### src/rtl/reg_sb_pkg.sv
// Register scoreboard shared types, default sizes
// and forwarding encodings.
package reg_sb_pkg;

   localparam int DEF_NUM_REGS   = 32;
   localparam int DEF_REG_W      = 5;
   localparam int DEF_NUM_STAGES = 3;

   localparam logic [1:0] FWD_NONE = 2'd0;

   typedef logic [DEF_REG_W-1:0] regIdx_t;

   function automatic logic [DEF_NUM_REGS-1:0] onehot(input regIdx_t idx);
      onehot      = '0;
      onehot[idx] = 1'b1;
   endfunction

endpackage

### src/rtl/reg_sb_pend.sv
// Per-register outstanding long-latency write counters
// with a sticky underflow error flag.
module reg_sb_pend #(
   parameter int NUM_REGS = 32,
   parameter int REG_W    = 5,
   parameter int PEND_W   = 2
) (
   input  logic                clk,
   input  logic                rst_n,
   input  logic                incEn,
   input  logic [REG_W-1:0]    incRd,
   input  logic                decEn,
   input  logic [REG_W-1:0]    decRd,
   output logic [NUM_REGS-1:0] busy,
   output logic [NUM_REGS-1:0] full,
   output logic                err
);

   localparam logic [PEND_W-1:0] CntMax = '1;

   logic [PEND_W-1:0] cnt [NUM_REGS];
   logic              sameReg;
   logic              errSet;

   // A matching increment cancels the decrement, so no underflow then.
   assign sameReg = incEn && (incRd == decRd);
   assign errSet  = decEn && !sameReg && (cnt[decRd] == '0);

   always_comb begin
      busy = '0;
      full = '0;
      for (int r = 0; r < NUM_REGS; r++) begin
         busy[r] = (cnt[r] != '0);
         full[r] = (cnt[r] == CntMax);
      end
   end

   always_ff @(posedge clk or negedge rst_n) begin
      if (!rst_n) begin
         for (int r = 0; r < NUM_REGS; r++) cnt[r] <= '0;
         err <= 1'b0;
      end else begin
         for (int r = 0; r < NUM_REGS; r++) begin
            if (incEn && incRd == REG_W'(r) &&
                !(decEn && decRd == REG_W'(r)) &&
                cnt[r] != CntMax)
               cnt[r] <= cnt[r] + 1'b1;
            else if (decEn && decRd == REG_W'(r) &&
                     !(incEn && incRd == REG_W'(r)) &&
                     cnt[r] != '0)
               cnt[r] <= cnt[r] - 1'b1;
         end
         if (errSet) err <= 1'b1;
      end
   end

endmodule

### src/rtl/reg_scoreboard.sv
// Register-usage scoreboard: stage tracking, forwarding
// selects, load-use / long-latency stall.
module reg_scoreboard
   import reg_sb_pkg::*;
#(
   parameter int NUM_REGS       = DEF_NUM_REGS,
   parameter int REG_W          = DEF_REG_W,
   parameter int NUM_STAGES     = DEF_NUM_STAGES,
   parameter int ZERO_HARDWIRED = 1,
   parameter int PEND_W         = 2,
   parameter int FSEL_W         = 2
) (
   input  logic                           clk,
   input  logic                           rst_n,
   input  logic                           hold_i,
   input  logic                           flush_i,
   input  logic                           issue_valid_i,
   input  logic [REG_W-1:0]               issue_rd_i,
   input  logic                           issue_wb_i,
   input  logic                           issue_ld_i,
   input  logic                           issue_long_i,
   input  logic [REG_W-1:0]               rs_i,
   input  logic [REG_W-1:0]               rt_i,
   input  logic                           rs_used_i,
   input  logic                           rt_used_i,
   input  logic                           long_done_i,
   input  logic [REG_W-1:0]               long_done_rd_i,
   output logic                           issue_acc_o,
   output logic                           stall_o,
   output logic [NUM_STAGES*NUM_REGS-1:0] stage_mask_o,
   output logic [NUM_REGS-1:0]            busy_mask_o,
   output logic [FSEL_W-1:0]              fwd_rs_o,
   output logic [FSEL_W-1:0]              fwd_rt_o,
   output logic                           err_o
);

   logic [NUM_STAGES-1:0] stgVld;
   logic [NUM_STAGES-1:0] stgWb;
   logic [NUM_STAGES-1:0] stgLd;
   logic [REG_W-1:0]      stgRd   [NUM_STAGES];
   logic [NUM_REGS-1:0]   stgMask [NUM_STAGES];

   logic [NUM_REGS-1:0] pendBusy;
   logic [NUM_REGS-1:0] pendFull;
   logic                pendInc;
   logic                ldHit;
   logic                pendHit;

   always_comb begin
      stage_mask_o = '0;
      busy_mask_o  = pendBusy;
      for (int s = 0; s < NUM_STAGES; s++) begin
         stgMask[s] = '0;
         if (stgVld[s] && stgWb[s] &&
             !(ZERO_HARDWIRED != 0 && stgRd[s] == '0))
            stgMask[s] = NUM_REGS'(onehot(regIdx_t'(stgRd[s])));
         stage_mask_o[s*NUM_REGS +: NUM_REGS] = stgMask[s];
         busy_mask_o = busy_mask_o | stgMask[s];
      end
   end

   // Walk oldest to youngest so the youngest hit wins.
   always_comb begin
      fwd_rs_o = FSEL_W'(FWD_NONE);
      fwd_rt_o = FSEL_W'(FWD_NONE);
      for (int s = NUM_STAGES-1; s >= 0; s--) begin
         if (rs_used_i && stgMask[s][rs_i]) fwd_rs_o = FSEL_W'(s+1);
         if (rt_used_i && stgMask[s][rt_i]) fwd_rt_o = FSEL_W'(s+1);
      end
   end

   assign ldHit   = stgLd[0] &&
                    ((rs_used_i && stgMask[0][rs_i]) ||
                     (rt_used_i && stgMask[0][rt_i]));
   assign pendHit = (rs_used_i && pendBusy[rs_i]) ||
                    (rt_used_i && pendBusy[rt_i]);

   assign stall_o = issue_valid_i &&
                    (ldHit || pendHit ||
                     (issue_long_i && pendFull[issue_rd_i]));

   assign issue_acc_o = issue_valid_i && !stall_o && !hold_i && !flush_i;

   assign pendInc = issue_acc_o && issue_long_i && issue_wb_i &&
                    !(ZERO_HARDWIRED != 0 && issue_rd_i == '0);

   always_ff @(posedge clk or negedge rst_n) begin
      if (!rst_n) begin
         stgVld <= '0;
         stgWb  <= '0;
         stgLd  <= '0;
         for (int s = 0; s < NUM_STAGES; s++) stgRd[s] <= '0;
      end else if (flush_i) begin
         stgVld <= '0;
      end else if (!hold_i) begin
         for (int s = NUM_STAGES-1; s > 0; s--) begin
            stgVld[s] <= stgVld[s-1];
            stgWb[s]  <= stgWb[s-1];
            stgLd[s]  <= stgLd[s-1];
            stgRd[s]  <= stgRd[s-1];
         end
         stgVld[0] <= issue_acc_o && !issue_long_i;
         stgWb[0]  <= issue_wb_i;
         stgLd[0]  <= issue_ld_i;
         stgRd[0]  <= issue_rd_i;
      end
   end

   reg_sb_pend #(
      .NUM_REGS (NUM_REGS),
      .REG_W    (REG_W),
      .PEND_W   (PEND_W)
   ) uPend (
      .clk   (clk),
      .rst_n (rst_n),
      .incEn (pendInc),
      .incRd (issue_rd_i),
      .decEn (long_done_i),
      .decRd (long_done_rd_i),
      .busy  (pendBusy),
      .full  (pendFull),
      .err   (err_o)
   );

endmodule
### config.mk
export PLATFORM = sky130hd
export DESIGN_NAME = reg_scoreboard
export DESIGN_NICKNAME = d
export VERILOG_FILES = /design/src/rtl/reg_sb_pkg.sv /design/src/rtl/reg_sb_pend.sv /design/src/rtl/reg_scoreboard.sv
export SDC_FILE = /design/constraint.sdc
export NUM_CORES = 1
export LEC_CHECK = 0
export CAP_MARGIN = 15
export CELL_PAD_IN_SITES_DETAIL_PLACEMENT = 0
export CELL_PAD_IN_SITES_GLOBAL_PLACEMENT = 1
export CORE_MARGIN = 2
export CORE_UTILIZATION = 35
export DETAILED_ROUTE_END_ITERATION = 6
export PLACE_DENSITY_LB_ADDON = 0.1
export SYNTH_ARGS = -nofsm -noshare
export SYNTH_HDL_FRONTEND = slang
export SYNTH_SLANG_ARGS = --single-unit
### constraint.sdc
create_clock -name clk -period 3.1 [get_ports clk]
set_input_delay 0.465 -clock clk [delete_from_list [all_inputs] [get_ports clk]]
set_output_delay 0.465 -clock clk [all_outputs]
set_load 0.01 [all_outputs]
## Word level (Yosys, flattened, before mapping)

Cells that the tools add are included.

| storage, ports and cells | value |
|---|---|
| register bits after elaboration | 87 |
| output and inout port bits | 135 |
| logic and storage cells | 719 |
| input bits | 31 |

| cells by class | value |
|---|---|
| reduce and logical (&&, ||, !) cells | 370 |
| equality and inequality tests | 128 |
| bitwise logic cells | 6 |
| add/sub/neg operators | 64 |
| order comparisons | 10 |
| multiplexer cells | 102 |

Operators with widths:

| operator | number |
|---|---|
| $logic_and 1x1->1 | 222 |
| $eq 5x5->1 const B | 32 |
| $mux 2 | 72 |
| $reduce_bool 2->1 | 64 |
| $mux 32 | 3 |
| $or 32x32->32 | 3 |
| $eq 5x4->1 const B | 16 |
| $logic_not 1->1 | 73 |
| $add 2x1->2 const B | 32 |
| $eq 2x2->1 const B | 32 |
| $ne 2x2->1 const B | 32 |
| $sub 2x1->2 const B | 32 |
| $bmux 1 s5 | 9 |
| $eq 5x3->1 const B | 8 |
| $lt 5x6->1 const B | 6 |
| $logic_not 5->1 | 5 |
| $eq 5x2->1 const B | 4 |
| $demux 1 s5 | 3 |
| $ge 5x1->1 const B | 3 |
| $mux 1 | 12 |
| $bmux 2 s5 | 1 |
| $eq 5x1->1 const B | 2 |
| $ge 6x6->1 const B | 1 |
| $mux 3 | 2 |
| 7 further kinds | 11 |

## Longest topological paths before layout

| depth | value |
|---|---|
| depth after elaboration | 26 |
| mapped depth | 13 |
| depth with buffers taken out | 10 |

## Hierarchy

Synthesis repeated with hierarchy kept, for this count alone.

| unflattened totals | value |
|---|---|
| cells, all modules | 1044 |
| area total of the unflattened synthesis | 8066.5 µm² |

By module, submodules not included:

| module | area an instance (µm²) | instances | cells each |
|---|---|---|---|
| reg_sb_pend | 4518.1 | 1 | 585 |
| reg_scoreboard | 3548.4 | 1 | 459 |

## Least setup slack after synthesis

No wires, ideal clock.

| timing path | value |
|---|---|
| path kind | reg-to-output |
| from | register uPend.cnt[49] (netlist name) |
| to | output issue_acc_o |
| data required time | 2635 ps |
| setup slack | -79 ps |
| arrival | 2714 ps |
| stages on the path, launching flop included | 10 |
| path buffers | 1 |
| cell sequence | dfrtp_1 -> or2_1 -> mux4_2 -> a221oi_1 -> nor4_1 -> nor4_2 -> nand3_1 -> nor2_1 -> clkbuf_1 -> and3_1 |

| between the ends | value |
|---|---|
| word-level cells in the longest chain between the ends | 12 |

Ends and longest elaborated chain:

| element | RTL line | text |
|---|---|---|
| start: declaration | reg_sb_pend.sv:21 | `logic [PEND_W-1:0] cnt [NUM_REGS];` |
| start signal: indexed assignment | reg_sb_pend.sv:47 | `cnt[r] <= cnt[r] + 1'b1;` |
| start signal: indexed assignment | reg_sb_pend.sv:51 | `cnt[r] <= cnt[r] - 1'b1;` |
| $reduce_bool 2->1 | reg_sb_pend.sv:33 | `busy[r] = (cnt[r] != '0);` |
| $bmux 1 s5 (on tied branches) | reg_scoreboard.sv:75, reg_scoreboard.sv:76 |  |
| $mux 1 (on tied branches) | reg_scoreboard.sv:75, reg_scoreboard.sv:76 |  |
| $logic_and 1x1->1 (on tied branches) | reg_scoreboard.sv:75, reg_scoreboard.sv:76 |  |
| $logic_or 1x1->1 | reg_scoreboard.sv:75 | `assign pendHit = (rs_used_i && pendBusy[rs_i]) \|\|` |
| $logic_or 1x1->1 | reg_scoreboard.sv:79 | `(ldHit \|\| pendHit \|\|` |
| $logic_or 1x1->1 * | reg_scoreboard.sv:79 |  |
| $logic_and 1x1->1 * | reg_scoreboard.sv:78 | `assign stall_o = issue_valid_i &&` |
| $logic_not 1->1 * | reg_scoreboard.sv:82 | `assign issue_acc_o = issue_valid_i && !stall_o && !hold_i && !flush_i;` |
| $logic_and 1x1->1 * (3 in series) | reg_scoreboard.sv:82 |  |
| end: declaration | reg_scoreboard.sv:28 | `output logic issue_acc_o,` |

Every way passes the cells marked *; elsewhere a longest branch is shown, timed or not. The select of a mux whose other input is x is not followed.

## Worst setup path in the final report

| timing path | value |
|---|---|
| from | register uPend.cnt[50] (netlist name) |
| to | output issue_acc_o |

The elaborated chain is that of the path after synthesis.

==> reports/results.ini <==
[run_status]
status=finished with violations
violations=setup timing

[placement]
dp_cells=1782
place_hpwl_mm=31.41
finalWeightedCongestion=0.9470
port_buffers=162
placed_cell_area_um2=12210

[logic_synthesis]
synth_area_um2=8549
synthArstFlopShare_pct=100.0
ys_warn_count=0
yosysTopAreaCell=dfrtp_1
ys_seq_elements=87
synth-edff-count=0
synth_most_common_cell=nor2_1
syn_avg_cell_area_um2=7.586
yosysSeqAreaShare_pct=25.46
synthTopCellsByArea=dfrtp_1 (25%), nor2_1 (8.9%), nand2_1 (4.1%)
synth.distinct_cells=76
synth_ff_type=dfrtp_1
netlist_instances=1127
synth_top_area_share_pct=25.46
yosys-top-cells-count=nor2_1 (203), nand2_1 (93), dfrtp_1 (87)

[clock_network]
root_buffer=clkbuf_16
cts_sinks=87
cts_buffer_depth=2
cts_tree=yes
cts.hold.buffers_added=0
cts_buffers=9
insertion_delay_ns=0.36
htree_num_levels=3
clkTransAtPathRegs_ns=0.07

[finish]
area_growth_pct=59.52
finalNonFillerCells=1834
nets=1538
stdcell_area_um2=13640
drive_above_1_share_pct=33.77
antenna_cells=0

[detailed_routing]
routed_wl_mm=40.49
viasPerCell=5.767
vias=10580
dr.pass1.iters=5
drc_errors=0
ant_nets=0
routedWlPerCell_um=22.08
drt_iter0_drc=827

[job]
maxCapViolations=0

[timing]
setup_viol=54
relSlewSlack_pct=53.44
whs_ns=0.1090
layout_setup_ws_ns=-0.3180
hold_viol=0
fin_crit_ns=3.418
max_freq_mhz=292.6
skew_ns=0.01554
finalMaxSlewViolations=0
fin_crit_sh_pct=110.3
rsz0062_at_grt=true
worst_pin_slew_ns=0.6984

[power]
swShare_pct=36.65
leakagePower_uw=0.005811
netSwitchingPower_uw=1636
p_seq_share_pct=30.2
pwr-share-comb_pct=40.1
power.density_nw_per_um2=327.2
total_power_uw=4463
vdd_drop_max_v=0.0002948
clkPwrFrac_pct=29.7
p_int_uw=2827

[setup_path]
path_common_cell=nor4_2
required_ns=2.63
r2r_cells=13
criticalPathCategory=reg -> out
arrival_ns=2.95
cp_cell_sequence=or2_4 > mux4_2 > a221oi_2 > nor4_2 > nor4_2 > nand3_1 > buf_4 > nor2_4 > and3_1 > buf_2
critPathSlowestCell=mux4_2
start_kind=flop
endpoint_kind=output pin
critPathMaxStageDelay_ns=0.48
crit_path_max_fanout=2

[grt]
antenna_found_initial=0
grt_pass1_wl_mm=60.72
grt_usage_pct=30.83
grt-ovfl-total=0
grt_max_degree=88
grt_pass1_vias=10270

[die]
fp-row-count=57
die_w_um=160.3
die_h_um=160.3
core-area_um2=24180
ios=166
die_area_um2=25690
initial_core_util_pct=35.36

[worst_hold_path]
hold_path_class=in -> async

registers in the layout, summed over array words and instances (netlist names):
signal,cells
uPend.cnt,64
stgRd,15
stgVld,3
stgWb,3
stgLd,1
uPend.err,1
logic make-up (layout without fill, tap and decap cells):
group           Yosys count  after routing  synth area share [%]
simple gates            572            572                 35.83
compound gates          254            254                 20.50
buf+inv                 120            501                 5.649
flops                    87             87                 25.46
mux                      47             47                 7.713
xor+xnor                 44             44                 4.508
fa+ha+maj                 2              2                0.2927
other cells               1              3               0.04386
critical path, delay by kind of cell (launching register included):
kind / cells / cell delay [ns]
AOI/OAI and AO/OA: 1 / 0.31
DFF: 1 / 0.38
buffers and inverters: 2 / 0.31
muxes: 1 / 0.48
and+or+nand+nor: 6 / 1.11
power by group through the flow:
| stage | Sequential, uW | Combinational (uW) | Clock (uW) |
|---|---|---|---|
| 2_1_floorplan | 1340 | 769 | 0 |
| 3_3_place_gp | 1350 | 1510 | 0 |
| 3_5_place_dp | 1360 | 1520 | 0 |
| 4_1_cts | 1340 | 1640 | 1340 |
| 5_1_grt | 1360 | 1900 | 1400 |
| 6_report | 1350 | 1790 | 1330 |
metal layers:
metal	vias to the layer above	part of all wire, %	global-route usage, %	wire length, um
met3	94	5.4	3.383	2187
met2	450	49	53.97	19720
met4	0	3.6	10.44	1467
met1	5133	42	39.68	17110
met5	-	0	0	0
li1	4899	-	-	-
placed cells by master (no fill, tap or decap), drive strengths merged, types with 14 or more instances in the layout:
master         netlist  final
nor2               203    203
xnor2               26     26
nand3               45     45
dlygate4sd2          0     15
nor2b               16     16
o21ai               56     56
buf                 21    299
a211oi              15     15
nand3b              25     25
xor2                18     18
or2                 17     17
clkdlybuf4s50        0    128
a21oi               42     42
dfrtp               87     87
inv                 30     32
mux2                21     21
a22oi               25     25
nor4                48     48
nor3                38     38
nand2b              14     14
or4b                24     24
nand2               93     93
through the flow:
step / setup WS [ns] / TNS [ns] / utilization, %
5_1_grt: -0.4272 / -13.93 / 56.41
6_report: -0.3180 / -6.933 / 56.41
3_5_place_dp: -1.096 / -54.20 / 50.48
3_3_place_gp: -0.9816 / -50.40 / 50.48
2_1_floorplan: 0.01772 / 0 / -
4_1_cts: -0.2072 / -3.457 / 54.07
layout make-up:
type | count | area (um2)
Tap cell | 324 | 405.4
Fill cell | 2271 | 10540
Multi-Input combinational cell | 922 | 6561
Clock inverter | 7 | 126.4
Sequential cell | 87 | 2181
Inverter | 30 | 112.6
Timing Repair Buffer | 455 | 4026
Clock buffer | 9 | 225.2
final timing paths:
kind                                                start                         to  slack (ns)
worst max-delay path            uPend.cnt[50]$_DFFE_PN0P_                issue_acc_o       -0.32
worst min-delay path                                rst_n       stgRd[0]$_DFFE_PN0P_        0.11
worst max register to register  uPend.cnt[50]$_DFFE_PN0P_      stgVld[0]$_DFFE_PN0P_       -0.26
worst min register to register  uPend.cnt[22]$_DFFE_PN0P_  uPend.cnt[22]$_DFFE_PN0P_        0.53
max in group asynchronous                           rst_n       stgWb[0]$_DFFE_PN0P_        2.49
min in group clk                uPend.cnt[22]$_DFFE_PN0P_  uPend.cnt[22]$_DFFE_PN0P_        0.53
timing repair:
| item | 4_1_cts | 5_1_grt |
|---|---|---|
| setup buffers | 18 | 22 |
| cloned | 0 | 1 |
| setup endpoints to repair | 81 | 83 |
| gates resized for setup | 140 | 99 |
| pin swaps | 46 | 60 |
Note: power is estimated with default switching activity, not from simulation.
